[config.mk]
export PLATFORM = sky130hd
export DESIGN_NAME = gen_event_counter_bank
export DESIGN_NICKNAME = d
export VERILOG_FILES = /design/src/rtl/gen_event_counter_bank.sv
export SDC_FILE = /design/constraint.sdc
export NUM_CORES = 1
export LEC_CHECK = 0
export ABC_CLOCK_PERIOD_IN_PS = 4100
export CORE_AREA = 2 2 79 81
export DETAILED_ROUTE_END_ITERATION = 6
export DIE_AREA = 0 0 81 83
export PLACE_DENSITY_LB_ADDON = 0.3
export REMOVE_ABC_BUFFERS = 1
export SLEW_MARGIN = 20
export SYNTH_ARGS = -nofsm -noshare
export SYNTH_HDL_FRONTEND = slang
export SYNTH_SLANG_ARGS = --single-unit
[constraint.sdc]
create_clock -name clk -period 4.1 [get_ports clk]
set_clock_uncertainty 0.15 [all_clocks]
set_input_delay 1.23 -clock clk [delete_from_list [all_inputs] [get_ports clk]]
set_output_delay 1.23 -clock clk [all_outputs]
set_load 0.02 [all_outputs]
[src/rtl/gen_event_counter_bank.sv]
// gen_event_counter_bank
//
// Bank of CHANNELS independent event counters. A snapshot request taken in
// IDLE copies every counter into a shadow register at one clock edge, so the
// captured set is coherent across channels. The shadows are then streamed out
// over a valid/ready interface, one channel per beat, in channel order 0..N-1.
//
// Parameters:
//   CHANNELS      number of counter channels (>=1)
//   WIDTH         counter / output data width
//   MODE          0 = wrap to zero on overflow, 1 = saturate at all-ones
//   CLEAR_ON_SNAP 1 = counters and overflow flags restart on a snapshot
//
// Ports:
//   clk      rising-edge clock
//   rst_n    asynchronous active-low reset
//   i_evt    per-channel event strobe, one count per cycle while high
//   i_snap   snapshot request, only honoured in IDLE
//   i_ready  downstream ready
//   o_valid  beat valid
//   o_chan   channel index of the current beat
//   o_data   captured count of channel o_chan
//   o_busy   high while a snapshot is being streamed out
//   o_ovf    live sticky overflow flag per channel

module gen_event_counter_bank #(
  parameter int CHANNELS      = 4,
  parameter int WIDTH         = 8,
  parameter int MODE          = 0,
  parameter int CLEAR_ON_SNAP = 1,
  localparam int CW           = (CHANNELS > 1) ? $clog2(CHANNELS) : 1
) (
  input  logic                clk,
  input  logic                rst_n,
  input  logic [CHANNELS-1:0] i_evt,
  input  logic                i_snap,
  input  logic                i_ready,
  output logic                o_valid,
  output logic [CW-1:0]       o_chan,
  output logic [WIDTH-1:0]    o_data,
  output logic                o_busy,
  output logic [CHANNELS-1:0] o_ovf
);

  typedef enum logic {IDLE, SCAN} state_t;

  state_t           state;
  logic [CW-1:0]    idx;
  logic [CW-1:0]    next_idx;
  logic             last_beat;
  logic             snap_take;
  logic [WIDTH-1:0] cnt_bus    [CHANNELS];
  logic [WIDTH-1:0] shadow_bus [CHANNELS];

  // A snapshot is only taken from IDLE; requests during a scan are dropped.
  assign snap_take = (state == IDLE) && i_snap;
  assign next_idx  = idx + CW'(1);
  assign last_beat = (idx == CW'(CHANNELS - 1));

  for (genvar c = 0; c < CHANNELS; c++) begin : g_chan
    logic [WIDTH-1:0] cnt;
    logic [WIDTH-1:0] shadow;
    logic [WIDTH-1:0] cnt_inc;
    logic             ovf;
    logic             at_max;
    logic             clear_now;

    assign at_max = (cnt == {WIDTH{1'b1}});

    // Next count value when an event arrives, chosen by overflow policy.
    case (MODE)
      0: begin : g_wrap
        assign cnt_inc = cnt + WIDTH'(1);
      end
      1: begin : g_sat
        assign cnt_inc = at_max ? cnt : cnt + WIDTH'(1);
      end
      default: begin : g_bad_mode
        $error("gen_event_counter_bank: MODE must be 0 (wrap) or 1 (saturate)");
        assign cnt_inc = cnt;
      end
    endcase

    if (CLEAR_ON_SNAP != 0) begin : g_clear
      assign clear_now = snap_take;
    end else begin : g_keep
      assign clear_now = 1'b0;
    end

    // On a clearing snapshot the counter restarts at the event of the same
    // cycle, so that event lands in the next snapshot instead of being lost.
    always_ff @(posedge clk or negedge rst_n) begin
      if (!rst_n) begin
        cnt <= '0;
        ovf <= 1'b0;
      end else if (clear_now) begin
        cnt <= WIDTH'(i_evt[c]);
        ovf <= 1'b0;
      end else if (i_evt[c]) begin
        cnt <= cnt_inc;
        if (at_max) begin
          ovf <= 1'b1;
        end
      end
    end

    always_ff @(posedge clk or negedge rst_n) begin
      if (!rst_n) begin
        shadow <= '0;
      end else if (snap_take) begin
        shadow <= cnt;
      end
    end

    assign cnt_bus[c]    = cnt;
    assign shadow_bus[c] = shadow;
    assign o_ovf[c]      = ovf;
  end

  // Scan sequencer. The first beat is loaded straight from the live counter
  // because its shadow is being written at the same edge with that value.
  always_ff @(posedge clk or negedge rst_n) begin
    if (!rst_n) begin
      state   <= IDLE;
      idx     <= '0;
      o_valid <= 1'b0;
      o_busy  <= 1'b0;
      o_chan  <= '0;
      o_data  <= '0;
    end else begin
      case (state)
        IDLE: begin
          if (i_snap) begin
            state   <= SCAN;
            idx     <= '0;
            o_valid <= 1'b1;
            o_busy  <= 1'b1;
            o_chan  <= '0;
            o_data  <= cnt_bus[0];
          end
        end
        SCAN: begin
          if (o_valid && i_ready) begin
            if (last_beat) begin
              state   <= IDLE;
              idx     <= '0;
              o_valid <= 1'b0;
              o_busy  <= 1'b0;
              o_chan  <= '0;
              o_data  <= '0;
            end else begin
              idx    <= next_idx;
              o_chan <= next_idx;
              o_data <= shadow_bus[next_idx];
            end
          end
        end
        default: begin
          state <= IDLE;
        end
      endcase
    end
  end

endmodule

==> implementation parameters, run 1 <==
Parameter                              Value

Critical path
  Last element of the critical path    o_chan[0]
  Kind of critical path    register to output pin
  Cell with the biggest individual delay on the critical path    sky130_fd_sc_hd__dfrtp_1
  Highest cell delay on the worst timing path    710 ps
  Critical register-to-register path endpoint    o_data[7]$_DFFE_PN0P_
  Required time of the critical path    2720 ps
  Critical path's top delay family    flip-flops
  CP Cell Sequence    clkdlybuf4s50_1
  Worst Path Max Fanout    11
  Internal reg-to-reg setup slack    1940 ps
  Crit Reg-Reg Startpoint    idx[0]$_DFFE_PN0P_
  Path depth of the worst reg2reg path    3
  Nature of the critical path endpoint    output pin
  CP bufs+invs    1
  Element type at the critical path start    register
  Worst Path Arrival    1770 ps
  Logic depth of the worst setup path including buffers    1
  Setup crit start    idx[0]$_DFFE_PN0P_

Global route
  Gr usage total    23.48%
  Vias in the first global route    2476
  First-pass GRT wire length    11970 um
  Pin count of the biggest net entering global routing    81
  Number of antenna violations at the first check in global routing    0
  Sum of overflow across all layers after global routing    0

Die
  Chip width    81 um
  I/O pin count    24
  Row count    28
  Area of the die    6723 sq um
  Initial standard-cell utilization of the core    62.22%
  Chip height    83 um
  Core region area    5816 sq um

CTS
  Maximum root-to-sink buffer count    2
  Clock network latency to the later pin of the worst-skew pair    360 ps
  Hold buffer count at cts    0
  # clock sinks    80
  TritonCTS clock tree    yes
  Root cell of the clock tree    sky130_fd_sc_hd__clkbuf_8
  Resized Gates After CTS    0
  TritonCTS buffer count    9
  Register clock-pin slew on the reported worst setup and hold paths    80 ps
  Deepest level of the CTS H-tree    3
  Count of buffers added by post-CTS timing repair for setup    0

Detailed routing
  Total number of vias    2555
  Routed wire length per instance    15.80 um
  Detailed-routing iteration count for the pre-antenna-repair pass    4
  Final routed wirelength across all metal layers    6935 um
  DRC errors left    0
  Number of violations reported at the end of detailed-routing iteration 0    147
  Number of vias per cell after detailed routing    5.820
  Detail Route Antenna Nets    0

Synth
  Number of distinct library cell variants in the gate-level netlist after synthesis    34
  Syn Std Cell Area    3618 sq um
  Leading register cell type out of synthesis    sky130_fd_sc_hd__dfrtp_1
  Mapped Cells    343
  Yosys top cell by area    sky130_fd_sc_hd__dfrtp_1
  Post-synthesis sequential element count    80
  Cell types with the largest area share after synthesis    sky130_fd_sc_hd__dfrtp_1 (55%), sky130_fd_sc_hd__nand2_1 (9.6%), sky130_fd_sc_hd__mux4_2 (5.0%)
  Number of warnings issued by yosys    0
  Register area share after synthesis    55.33%
  Number of enable-type register cells in the synthesized netlist    0
  Most instantiated cells after synthesis    sky130_fd_sc_hd__nand2_1 (93), sky130_fd_sc_hd__dfrtp_1 (80), sky130_fd_sc_hd__nor2_1 (21)
  Syn_area_per_cell    10.55 sq um
  Area share of the largest cell type after synthesis    55.33%
  Post-synth ARST share    100.0%
  Top-count cell post-synth    sky130_fd_sc_hd__nand2_1

Cells and area
  Final non-filler cell total    439
  Number of nets in the layout    372
  Share of final-layout standard cells stronger than drive strength 1    9.890%
  Antenna Diode Count    0
  Layout overhead on the synthesized area    12.41%

Placement
  Number of port buffers    23
  Total half-perimeter wirelength after legalization and detailed placement    4582 um
  Placed instance count    422
  Routability cong.    0.7979

Timing
  Worst max-slew margin expressed relative to the limit    54.51%
  Setup repair after global routing missed its margin    false
  Final Setup Violations    0
  Total negative slack for setup checks    0 ps
  Final-report max-slew violation count    0
  F_max    0.3170 GHz
  Actual transition at the worst max-transition pin    679.8 ps
  Post-route fraction of the period consumed by the critical path    76.94%
  Fin. Hold Viols    0
  Fin crit period    3155 ps

Flow run
  Count of max-cap constraint violations    0

Power
  Power per standard cell area    562.0 nW/um^2
  Leak pwr    0.001938 uW
  Peak supply drop    0.0003402 V

Run status
  Result of the run    completed

Min path
  Hold Path Class    register to register
## how the worst min path moves through the flow
stage	from	to	slack (ps)	depth (start not counted)
floorplan	g_chan[3].shadow[7]$_DFFE_PN0P_	g_chan[3].shadow[7]$_DFFE_PN0P_	290	2
global placement	g_chan[3].shadow[0]$_DFFE_PN0P_	g_chan[3].shadow[0]$_DFFE_PN0P_	300	2
detailed placement	g_chan[3].shadow[5]$_DFFE_PN0P_	g_chan[3].shadow[5]$_DFFE_PN0P_	310	2
CTS	g_chan[3].shadow[5]$_DFFE_PN0P_	g_chan[3].shadow[5]$_DFFE_PN0P_	330	2
global route	g_chan[3].shadow[5]$_DFFE_PN0P_	g_chan[3].shadow[5]$_DFFE_PN0P_	350	2
finish	g_chan[0].shadow[1]$_DFFE_PN0P_	g_chan[0].shadow[1]$_DFFE_PN0P_	340	1
## logic make-up after synthesis
| logic type | synth area share (%) |
|---|---|
| AND/OR/NAND/NOR | 19.74 |
| buffers and inverters | 3.873 |
| multiplexers | 6.708 |
| AO/OA/AOI/OAI | 8.749 |
| adder cells (fa/ha/maj) | 1.729 |
| flip-flops | 55.33 |
| XOR/XNOR | 3.873 |
## per-layer routing
metal | GRT usage, % | routed length (um) | vias up
met5 | 0 | 0 | -
met4 | 8.629 | 90 | 0
met3 | 5.326 | 268 | 7
met2 | 34.11 | 3304 | 52
met1 | 34.73 | 3272 | 1289
li1 | - | - | 1207
## power breakdown
group          internal (uW)  total (uW)  switching [uW]
clock                    312         602             290
sequential               955        1180             226
combinational            259         503             244
## registers in the layout, summed over array words and instances (netlist names)
name           cells
state              1
g_chan.shadow     32
g_chan.cnt        32
g_chan.ovf         4
o_data             8
o_busy             1
idx                2
## through the flow
step / util (%) / worst slack, ps / power, uW / area, sq um / hold WS (ps)
global route: 69.94 / 793.1 / 2427 / 4068 / 352.3
CTS: 69.60 / 891.3 / 2293 / 4048 / 332.4
global placement: 66.05 / 1086 / 1673 / 3841 / 304.9
finish: 69.94 / 945.4 / 2286 / 4068 / 336.2
detailed placement: 66.05 / 1047 / 1700 / 3841 / 314.6
floorplan: - / 392.0 / 1512 / 3482 / 290.4
## placed cells by master, fill, tap and decap left out, types with 4 or more instances in the layout
cell type / instances
sky130_fd_sc_hd__dfrtp_1: 80
sky130_fd_sc_hd__o21a_1: 4
sky130_fd_sc_hd__mux2i_1: 4
sky130_fd_sc_hd__mux4_2: 8
sky130_fd_sc_hd__o21ai_0: 10
sky130_fd_sc_hd__and2_1: 8
sky130_fd_sc_hd__nand4_1: 13
sky130_fd_sc_hd__buf_4: 5
sky130_fd_sc_hd__a21o_1: 8
sky130_fd_sc_hd__xor2_1: 12
sky130_fd_sc_hd__nand2_1: 93
sky130_fd_sc_hd__a21oi_1: 11
sky130_fd_sc_hd__clkdlybuf4s50_1: 22
sky130_fd_sc_hd__clkbuf_8: 11
sky130_fd_sc_hd__ha_1: 5
sky130_fd_sc_hd__nor2_1: 21
sky130_fd_sc_hd__nand3_1: 5
sky130_fd_sc_hd__or3_1: 10
sky130_fd_sc_hd__xnor2_1: 4
sky130_fd_sc_hd__a221o_1: 8
## final cells by class
cell class | instances | area, sq um
Sequential cell | 80 | 2002
Inverter | 1 | 3.754
Timing Repair Buffer | 28 | 277.8
Fill cell | 448 | 1748
Clock buffer | 11 | 151.4
Multi-Input combinational cell | 239 | 1484
Clock inverter | 5 | 55.05
Tap cell | 75 | 93.84
Power figures use the tool's default switching activity.
==> inputs of run 2 (changes only) <==
- ABC_CLOCK_PERIOD_IN_PS: 4100 -> 2700
- CORE_AREA: 2 2 79 81 -> 2 2 86 88
- DIE_AREA: 0 0 81 83 -> 0 0 88 90
- clock period: 4.1 -> 2.7 ns (I/O delays scaled with it)
==> run 2 against run 1 <==
Compared with the run above:
- sequential share of layout area decreased by 1.2 points
- design area increased by 2.5%
- utilization decreased by 11 points
- register-to-register slack got worse by 1200 ps
- wire length increased by 1.3%
- non-clock buffer count increased by 3
- first-iteration DRC count increased by 29%
- clock power increased by 69%
==> implementation parameters, run 2 (same netlist as run 1, synthesis figures left out) <==
Parameter                              Value

CTS
  Resized Gates After CTS    0
  Register clock-pin slew on the reported worst setup and hold paths    80 ps
  TritonCTS buffer count    9
  Hold buffer count at cts    0
  Clock network latency to the later pin of the worst-skew pair    340 ps
  Count of buffers added by post-CTS timing repair for setup    0
  Maximum root-to-sink buffer count    2
  Deepest level of the CTS H-tree    3
  # clock sinks    80
  Root cell of the clock tree    sky130_fd_sc_hd__clkbuf_8
  TritonCTS clock tree    yes

Cells and area
  Footprint of the multi-input gates    1484 sq um
  Antenna Diode Count    0
  Commonest cells after routing, fill and taps aside    sky130_fd_sc_hd__nand2_1 (93), sky130_fd_sc_hd__dfrtp_1 (80), sky130_fd_sc_hd__clkdlybuf4s50_1 (22), sky130_fd_sc_hd__nor2_1 (21), sky130_fd_sc_hd__nand4_1 (13)
  Final instance area    4170 sq um
  Sequential standard cell area    2002 sq um
  Filler Cells Inserted    599
  Layout overhead on the synthesized area    15.25%
  Most common cell after layout, fill and taps aside    sky130_fd_sc_hd__nand2_1
  Final non-filler cell total    465
  Number of nets in the layout    375
  Share of final-layout standard cells stronger than drive strength 1    10.11%
  Registers with the most flip-flops    g_chan.cnt (32), g_chan.shadow (32), o_data (8)

Placement
  Total half-perimeter wirelength after legalization and detailed placement    4743 um
  Placed instance count    450
  Placement Setup Slack    250.8 ps
  Number of port buffers    23
  Routability cong.    0.8102
  Post-Place Cell Area    3939 sq um

Detailed routing
  Number of vias per cell after detailed routing    5.482
  Detailed-routing iteration count for the pre-antenna-repair pass    5
  Detail Route Antenna Nets    0
  Routed wire length per instance    15.11 um
  Number of violations reported at the end of detailed-routing iteration 0    190
  DRC errors left    0
  Total number of vias    2549
  Final routed wirelength across all metal layers    7027 um

Timing
  Fin crit period    2386 ps
  F_max    0.4191 GHz
  Fin. Hold Viols    0
  Post-route fraction of the period consumed by the critical path    88.38%
  Crit path setup slack, layout    313.8 ps
  Final-report max-slew violation count    0
  Worst max-slew margin expressed relative to the limit    56.14%
  Actual transition at the worst max-transition pin    655.5 ps
  Setup repair after global routing missed its margin    false
  Final Setup Violations    0
  Total negative slack for setup checks    0 ps

Die
  Chip width    88 um
  Chip height    90 um
  I/O pin count    24
  Initial standard-cell utilization of the core    51.54%
  Core region area    7020 sq um
  Area of the die    7920 sq um
  Row count    31

Global route
  Number of antenna violations at the first check in global routing    0
  Pin count of the biggest net entering global routing    44
  Sum of overflow across all layers after global routing    0
  Gr usage total    19.86%
  First-pass GRT wire length    12280 um
  Vias in the first global route    2526

Critical path
  Highest cell delay on the worst timing path    640 ps
  Cell with the biggest individual delay on the critical path    sky130_fd_sc_hd__clkdlybuf4s50_1
  Element type at the critical path start    register
  Nature of the critical path endpoint    output pin
  Worst Path Arrival    1430 ps
  Worst Path Max Fanout    7
  Kind of critical path    register to output pin
  Critical path's top delay family    buffers and inverters
  CP Cell Sequence    clkdlybuf4s50_1
  CP bufs+invs    1
  Required time of the critical path    1740 ps

Power
  Peak supply drop    0.0004568 V
  Power consumption    3603 uW
  Power per standard cell area    864.0 nW/um^2
  Leak pwr    0.001977 uW

Flow run
  Count of max-cap constraint violations    0

Min path
  Hold Path Class    input port to async pin

Run status
  Result of the run    completed
==> run 2: changes by cell type in the layout (fill, tap and decap cells not counted), sizes merged <==
| cell | previous run | this run |
|---|---|---|
| buf | 6 | 9 |
| bufinv | 1 | 3 |
| clkinvlp | 2 | 0 |
| clkbuf | 11 | 10 |
| clkinv | 2 | 1 |
| inv | 1 | 2 |
==> run 2: routing by layer <==
metal / GRT usage (%) / wire (um) / up-vias
met5: 0 / 0 / -
met4: 7.436 / 112 / 0
met3: 3.030 / 227 / 11
met2: 30.30 / 3487 / 62
met1: 28.77 / 3200 / 1267
li1: - / - / 1209
==> run 2: final timing paths <==
check	from	endpoint	slack (ps)	depth (start not counted)
worst max-delay path	o_busy$_DFFE_PN0P_	o_valid	310	1
worst min-delay path	rst_n	g_chan[3].cnt[0]$_DFFE_PN0P_	280	1
worst max register to register	idx[1]$_DFFE_PN0P_	o_data[7]$_DFFE_PN0P_	780	3
worst min register to register	g_chan[2].shadow[5]$_DFFE_PN0P_	g_chan[2].shadow[5]$_DFFE_PN0P_	330	2
max in group asynchronous	rst_n	g_chan[3].shadow[5]$_DFFE_PN0P_	1520	2
min in group clk	g_chan[2].shadow[5]$_DFFE_PN0P_	g_chan[2].shadow[5]$_DFFE_PN0P_	330	2
==> run 2: cell type report <==
class | count | share of cell area [%]
flip-flops and latches | 80 | 48.00
multi-input cells | 239 | 35.58
repair buffers | 31 | 7.801
clock buffers | 10 | 3.060
well taps | 99 | 2.970
clock inverters | 5 | 2.490
inverters | 1 | 0.09001
==> run 2: power by group <==
part | switching (uW) | internal, uW
Clock | 410 | 611
Sequential | 312 | 1450
Combinational | 413 | 406
Total | 1140 | 2470
==> run 2: per-stage QoR <==
stage / hold WS [ps] / util, %
floorplan: 290.4 / -
global placement: 305.5 / 56.10
detailed placement: 315.2 / 56.10
CTS: 293.4 / 59.40
global route: 308.9 / 59.40
finish: 282.1 / 59.40
==> run 2: worst reg2reg max path, stage by stage (launching register included) <==
cell	delay, ps
sky130_fd_sc_hd__dfrtp_1	410
sky130_fd_sc_hd__ha_1	530
sky130_fd_sc_hd__mux4_2	370
sky130_fd_sc_hd__a221o_1	350
==> inputs of run 3 (changes only) <==
- SKIP_LAST_GASP: unset -> 1
==> results of run 3 <==
Final layout, timing and power as in run 2 (identical DEF).
